<file path="config.mk">
export PLATFORM = sky130hd
export DESIGN_NAME = mult_norm_seq
export DESIGN_NICKNAME = d
export VERILOG_FILES = /design/src/rtl/fp_mult_pkg.sv /design/src/rtl/prod_normalize.sv /design/src/rtl/mult_norm_seq.sv
export SDC_FILE = /design/constraint.sdc
export NUM_CORES = 1
export LEC_CHECK = 0
export CAP_MARGIN = 20
export CORE_MARGIN = 4
export CORE_UTILIZATION = 45
export CTS_CLUSTER_DIAMETER = 200
export CTS_CLUSTER_SIZE = 25
export DETAILED_ROUTE_END_ITERATION = 12
export PLACE_DENSITY_LB_ADDON = 0.3
export SLEW_MARGIN = 5
export SYNTH_ARGS = -nofsm -noshare
export SYNTH_HDL_FRONTEND = slang
export SYNTH_SLANG_ARGS = --single-unit
export TNS_END_PERCENT = 30
</file>
<file path="constraint.sdc">
create_clock -name clk -period 5.8 [get_ports clk]
set_input_delay 1.16 -clock clk [delete_from_list [all_inputs] [get_ports clk]]
set_output_delay 1.16 -clock clk [all_outputs]
set_load 0.01 [all_outputs]
</file>
<file path="src/rtl/fp_mult_pkg.sv">
// fp_mult_pkg: shared constants and FSM state type for the FP multiplier front end
package fp_mult_pkg;
  localparam int DEF_BIAS = 127;
  localparam int DEF_MW = 24;
  localparam int EW = 10;
  typedef enum logic [1:0] {IDLE, MULT, NORM, DONE} mult_state_t;
endpackage

</file>
<file path="src/rtl/prod_normalize.sv">
// prod_normalize: aligns the double-width product so its leading one lands in the mantissa MSB
module prod_normalize
  import fp_mult_pkg::*;
#(
  parameter int MW = DEF_MW
) (
  input  logic [2*MW-1:0] p,
  input  logic [EW-1:0]   exp_in,
  output logic [MW-1:0]   mant,
  output logic            guard,
  output logic            sticky,
  output logic [EW-1:0]   exp_out
);
  logic top;
  // a product of two [1,2) significands lies in [1,4); the top bit picks the one-bit shift
  always_comb begin
    top = p[2*MW-1];
    mant = top ? p[2*MW-1:MW] : p[2*MW-2:MW-1];
    guard = top ? p[MW-1] : p[MW-2];
    sticky = top ? |p[MW-2:0] : |p[MW-3:0];
    exp_out = top ? exp_in + 1'b1 : exp_in;
  end
endmodule

</file>
<file path="src/rtl/mult_norm_seq.sv">
// mult_norm_seq: iterative shift-add significand multiplier with normalized, handshaked output
module mult_norm_seq
  import fp_mult_pkg::*;
#(
  parameter int BIAS = DEF_BIAS,
  parameter int MW = DEF_MW
) (
  input  logic          clk,
  input  logic          rst,
  input  logic [31:0]   a,
  input  logic [31:0]   b,
  input  logic          in_valid,
  output logic          in_ready,
  output logic          out_valid,
  input  logic          out_ready,
  output logic [EW-1:0] norm_exponent,
  output logic [MW-1:0] norm_mantissa,
  output logic          guard,
  output logic          sticky,
  output logic          sign
);
  localparam int CW = $clog2(MW);
  mult_state_t state_q, state_d;
  logic [CW-1:0] cnt_q, cnt_d;
  logic [2*MW-1:0] p_q, p_d;
  logic [MW-1:0] ma_q, ma_d, mb_q, mb_d, mant_q, mant_d, n_mant;
  logic [EW-1:0] esum_q, esum_d, exp_q, exp_d, n_exp;
  logic sign_q, sign_d, guard_q, guard_d, sticky_q, sticky_d, ov_q, ov_d, n_guard, n_sticky;

  prod_normalize #(.MW(MW)) u_norm (
    .p(p_q),
    .exp_in(esum_q),
    .mant(n_mant),
    .guard(n_guard),
    .sticky(n_sticky),
    .exp_out(n_exp)
  );

  // next-state, shift-add step and output capture
  always_comb begin
    state_d = state_q;
    cnt_d = cnt_q;
    p_d = p_q;
    ma_d = ma_q;
    mb_d = mb_q;
    esum_d = esum_q;
    sign_d = sign_q;
    mant_d = mant_q;
    exp_d = exp_q;
    guard_d = guard_q;
    sticky_d = sticky_q;
    ov_d = ov_q;
    case (state_q)
      IDLE: if (in_valid) begin
        sign_d = a[31] ^ b[31];
        esum_d = {2'b0, a[30:23]} + {2'b0, b[30:23]} - EW'(BIAS);
        ma_d = {|a[30:23], a[22:0]};
        mb_d = {|b[30:23], b[22:0]};
        p_d = '0;
        cnt_d = '0;
        state_d = MULT;
      end
      MULT: begin
        p_d = p_q + (mb_q[cnt_q] ? ({{MW{1'b0}}, ma_q} << cnt_q) : '0);
        cnt_d = cnt_q + 1'b1;
        state_d = cnt_q == CW'(MW - 1) ? NORM : MULT;
      end
      NORM: begin
        mant_d = n_mant;
        exp_d = n_exp;
        guard_d = n_guard;
        sticky_d = n_sticky;
        ov_d = 1'b1;
        state_d = DONE;
      end
      default: if (out_ready) begin
        ov_d = 1'b0;
        state_d = IDLE;
      end
    endcase
  end

  // state and datapath registers; reset aborts any operation in flight
  always_ff @(posedge clk or negedge rst) begin
    if (!rst) begin
      state_q <= IDLE;
      cnt_q <= '0;
      p_q <= '0;
      ma_q <= '0;
      mb_q <= '0;
      esum_q <= '0;
      sign_q <= 1'b0;
      mant_q <= '0;
      exp_q <= '0;
      guard_q <= 1'b0;
      sticky_q <= 1'b0;
      ov_q <= 1'b0;
    end else begin
      state_q <= state_d;
      cnt_q <= cnt_d;
      p_q <= p_d;
      ma_q <= ma_d;
      mb_q <= mb_d;
      esum_q <= esum_d;
      sign_q <= sign_d;
      mant_q <= mant_d;
      exp_q <= exp_d;
      guard_q <= guard_d;
      sticky_q <= sticky_d;
      ov_q <= ov_d;
    end
  end

  assign in_ready = state_q == IDLE;
  assign out_valid = ov_q;
  assign norm_mantissa = mant_q;
  assign norm_exponent = exp_q;
  assign guard = guard_q;
  assign sticky = sticky_q;
  assign sign = sign_q;
endmodule

</file>
==> summary.txt <==
Pwr
  – Net Switching: 0.003780 W
  – Design Power: a little under 0.008 W
  – Lkg Pwr: 5.629 nW
  – Sw frac: 0.4839
  – Clock network power share: 0.144
  – Comb power frac: 0.602
  – Pwr dens: 614.8 nW/um^2
  – Max IR drop VDD: 0.2381 mV
  – Internal power: 0.004031 W
  – Reg power frac: 0.254

Route
  – Routed wire length: 28780 um
  – Routed len/inst: around 17 um
  – DRT antenna net count: 0
  – Met3 Routed Length: 1489 um
  – # DRC: 0
  – Vias: 9504
  – Met2 Wirelength: approximately 13000 um
  – M1 WL: 13610 um
  – Pre-antenna DRT Iters: 7
  – Top layer in use: met4
  – Drt first-iter violations: 669
  – Vias per inst: approximately 5.6

Clock network
  – Post-CTS resize count: 0
  – Root Buffer: clkbuf_16
  – Clock Path Buffers: 2
  – CTS Hold Bufs: 0
  – Setup bufs post-CTS: 0
  – Clock Sinks: 151
  – # H-tree levels: 4
  – Clock slew at the register clock pins of the worst setup and hold paths: ~0.080 ns
  – Number of CTS-inserted buffers: 17
  – Skew-Pair Late Insertion Delay: 0.44 ns
  – CTS tree: built

Synth
  – Seq/Total Area, Yosys: 0.3501
  – Synthesized area: 10790 um^2
  – Async SR Flop Fraction: 1.000
  – Post-synthesis instance total: 1308
  – Post-synth EDFFs: 0
  – Mean area per synthesized cell: 8.252 um^2
  – Most used DFF post-synth: dfrtp_1
  – Yosys cell types: 64
  – YS warnings: 0
  – Synth Net Count: 1446
  – Synth Register Bits: 151

STA
  – Final setup viols: 0
  – FMAX: 192.2 MHz
  – Hold Fails Final Rpt: 0
  – RSZ-0062 raised after global routing: no
  – Final Cycle Share: 0.8972
  – Worst-Margin Slew: 0.9182 ns
  – Final TNS setup: 0 ns
  – Fin crit period: 5.204 ns
  – Setup Skew: 0.01513 ns
  – Max_slew headroom: 0.3879
  – Final Max Tran Viols: 0

Finish
  – Antenna fix cells: 0
  – Most common cell after layout, fill and taps aside: nand2_1
  – Most frequent cells in the layout: nand2_1, dfrtp_1, nor2_1
  – Area Growth Syn to Fin: 17.70%
  – Layout cells sized above 1: 0.06412
  – Nets@finish: between 1500 and 2000

Run status
  – Outcome: complete, no violations

Critical path
  – Reg2reg setup slack: ~0.60 ns
  – CP endpoint kind: register
  – Worst path arrival time: 5.53 ns
  – Crit Path Max Fanout: 13
  – Crit path kind: reg -> reg
  – Critical Path Source Type: register
  – Worst EP required: between 6 and 7 ns

Floorplan
  – Core box area: 23540 um^2
  – Die area: 26530 um^2
  – Chip Width: ~160 um
  – Die Y: 162.9 um
  – Top Ports: around 110
  – Row count: between 50 and 60
  – Initial core utilization: 0.4585

Global routing
  – Largest net degree at the start of global routing: 74
  – Total track usage: 0.2201
  – Global route overflow: 0
  – First-pass GRT wire length: around 48000 um
  – Initial antenna violation count: 0
  – Vias in the first global route: 9208

Placed design
  – Post-DP HPWL: 21970 um
  – IO buf count: 106
  – Final GP Congestion: about 0.96

Flow run
  – Max Cap Viol: 0

Worst hold path
  – Hold Path Class: reg -> reg
synth_stat cells, types with 2 or more instances:
cell type,number,share of area
nor2b_1,12,0.0070
and4_1,3,0.0024
o21bai_1,9,0.0063
mux2i_1,51,0.047
nor4_1,10,0.0058
a22o_1,7,0.0057
a311oi_1,2,0.0016
inv_1,28,0.0097
buf_4,2,0.0014
nand3_1,15,0.0070
buf_1,12,0.0042
xor2_1,25,0.020
dfrtp_1,151,0.35
o32ai_1,2,0.0016
o21ai_1,4,0.0019
a21o_1,22,0.015
ha_1,68,0.079
o22a_1,7,0.0057
fa_1,2,0.0037
a211oi_1,16,0.011
and3_1,10,0.0058
a22oi_1,4,0.0028
nor3_1,8,0.0037
nand4_1,12,0.0070
nor2_1,133,0.046
o21ai_0,105,0.049
nand2_1,270,0.094
clkbuf_1,51,0.018
a31oi_1,16,0.0093
o31ai_1,4,0.0028
xnor2_1,33,0.027
o211ai_1,7,0.0049
mux4_2,16,0.033
nand2b_1,10,0.0058
buf_2,7,0.0032
o21a_1,6,0.0042
and2_1,11,0.0064
a21oi_1,118,0.055
mux2_2,14,0.015
cells by family after synthesis:
family / synth area share
XOR/XNOR: 0.04706
flip-flops: 0.3501
AND/OR/NAND/NOR: 0.1964
adder cells (fa/ha/maj): 0.08253
multiplexers: 0.09528
AO/OA/AOI/OAI: 0.1916
buffers and inverters: 0.03709
worst paths after layout:
path / start / end / depth (start not counted)
max in group asynchronous: rst / p_q[14]$_DFFE_PN0P_ / 2
min in group asynchronous: rst / mb_q[13]$_DFFE_PN0P_ / 1
hold / removal: mb_q[4]$_DFFE_PN0P_ / mb_q[4]$_DFFE_PN0P_ / 2
hold reg to reg: mb_q[4]$_DFFE_PN0P_ / mb_q[4]$_DFFE_PN0P_ / 2
setup reg to reg: cnt_q[0]$_DFFE_PN0P_ / p_q[44]$_DFFE_PN0P_ / 16
setup / recovery: cnt_q[0]$_DFFE_PN0P_ / p_q[44]$_DFFE_PN0P_ / 16
through the flow:
step / cell area (um^2) / util / hold slack [ns] / worst slack, ns / instances
5_1_grt: 12700 / 0.5396 / 0.4967 / 0.2000 / 1707
3_5_place_dp: 12090 / 0.5134 / 0.4577 / 0.6254 / 1674
2_1_floorplan: 10790 / - / 0.4403 / 1.311 / 1308
6_report: 12700 / 0.5396 / 0.4822 / 0.5965 / 1707
3_3_place_gp: 12090 / 0.5134 / 0.4607 / 0.7917 / 1674
4_1_cts: 12680 / 0.5388 / 0.4820 / 0.6057 / 1706
sequential cells by signal, summed over array words and instances, names as in the netlist, 2 cells and up:
| signal | cells |
|---|---|
| cnt_q | 5 |
| esum_q | 10 |
| ma_q | 24 |
| mb_q | 24 |
| norm_exponent | 10 |
| norm_mantissa | 24 |
| p_q | 48 |
| state_q | 2 |
routing by layer:
metal	up-vias	track usage
li1	4728	-
met1	4454	0.3159
met2	276	0.3445
met3	46	0.03138
met4	0	0.07167
met5	-	0
power by group through the flow:
| stage | Clock (W) | Combinational (W) | Sequential, W |
|---|---|---|---|
| final | 0.00112 | 0.00471 | 0.00198 |
| after global routing | 0.00119 | 0.00521 | 0.00205 |
| after CTS | 0.00115 | 0.00467 | 0.00198 |
| after detailed placement | 0 | 0.00465 | 0.00199 |
| after global placement | 0 | 0.00461 | 0.00198 |
| after floorplan | 0 | 0.00343 | 0.00187 |
critical path, stage by stage (launching register included):
cell and delay, ns:
dfrtp_1 0.68, mux4_2 0.58, mux4_2 0.55, nand2_1 0.26
and2_1 0.38, buf_4 0.25, nor2_1 0.08, ha_1 0.38
nand2_1 0.10, nor2_1 0.04, a211oi_1 0.35, o2111ai_1 0.16
o21ai_0 0.37, a31o_2 0.27, nor3_1 0.07, or3_1 0.35
a32o_1 0.25
area by class of cell:
type | instances | area (um^2)
sequential | 151 | 3779
tap | 319 | 399.1
clock buffer | 17 | 425.4
timing repair buffer | 121 | 1187
fill | 2266 | 10840
clock inverter | 15 | 172.7
inverter | 29 | 108.9
multi-input combinational | 1055 | 6633
No activity file was read; power rests on OpenSTA's default activity.
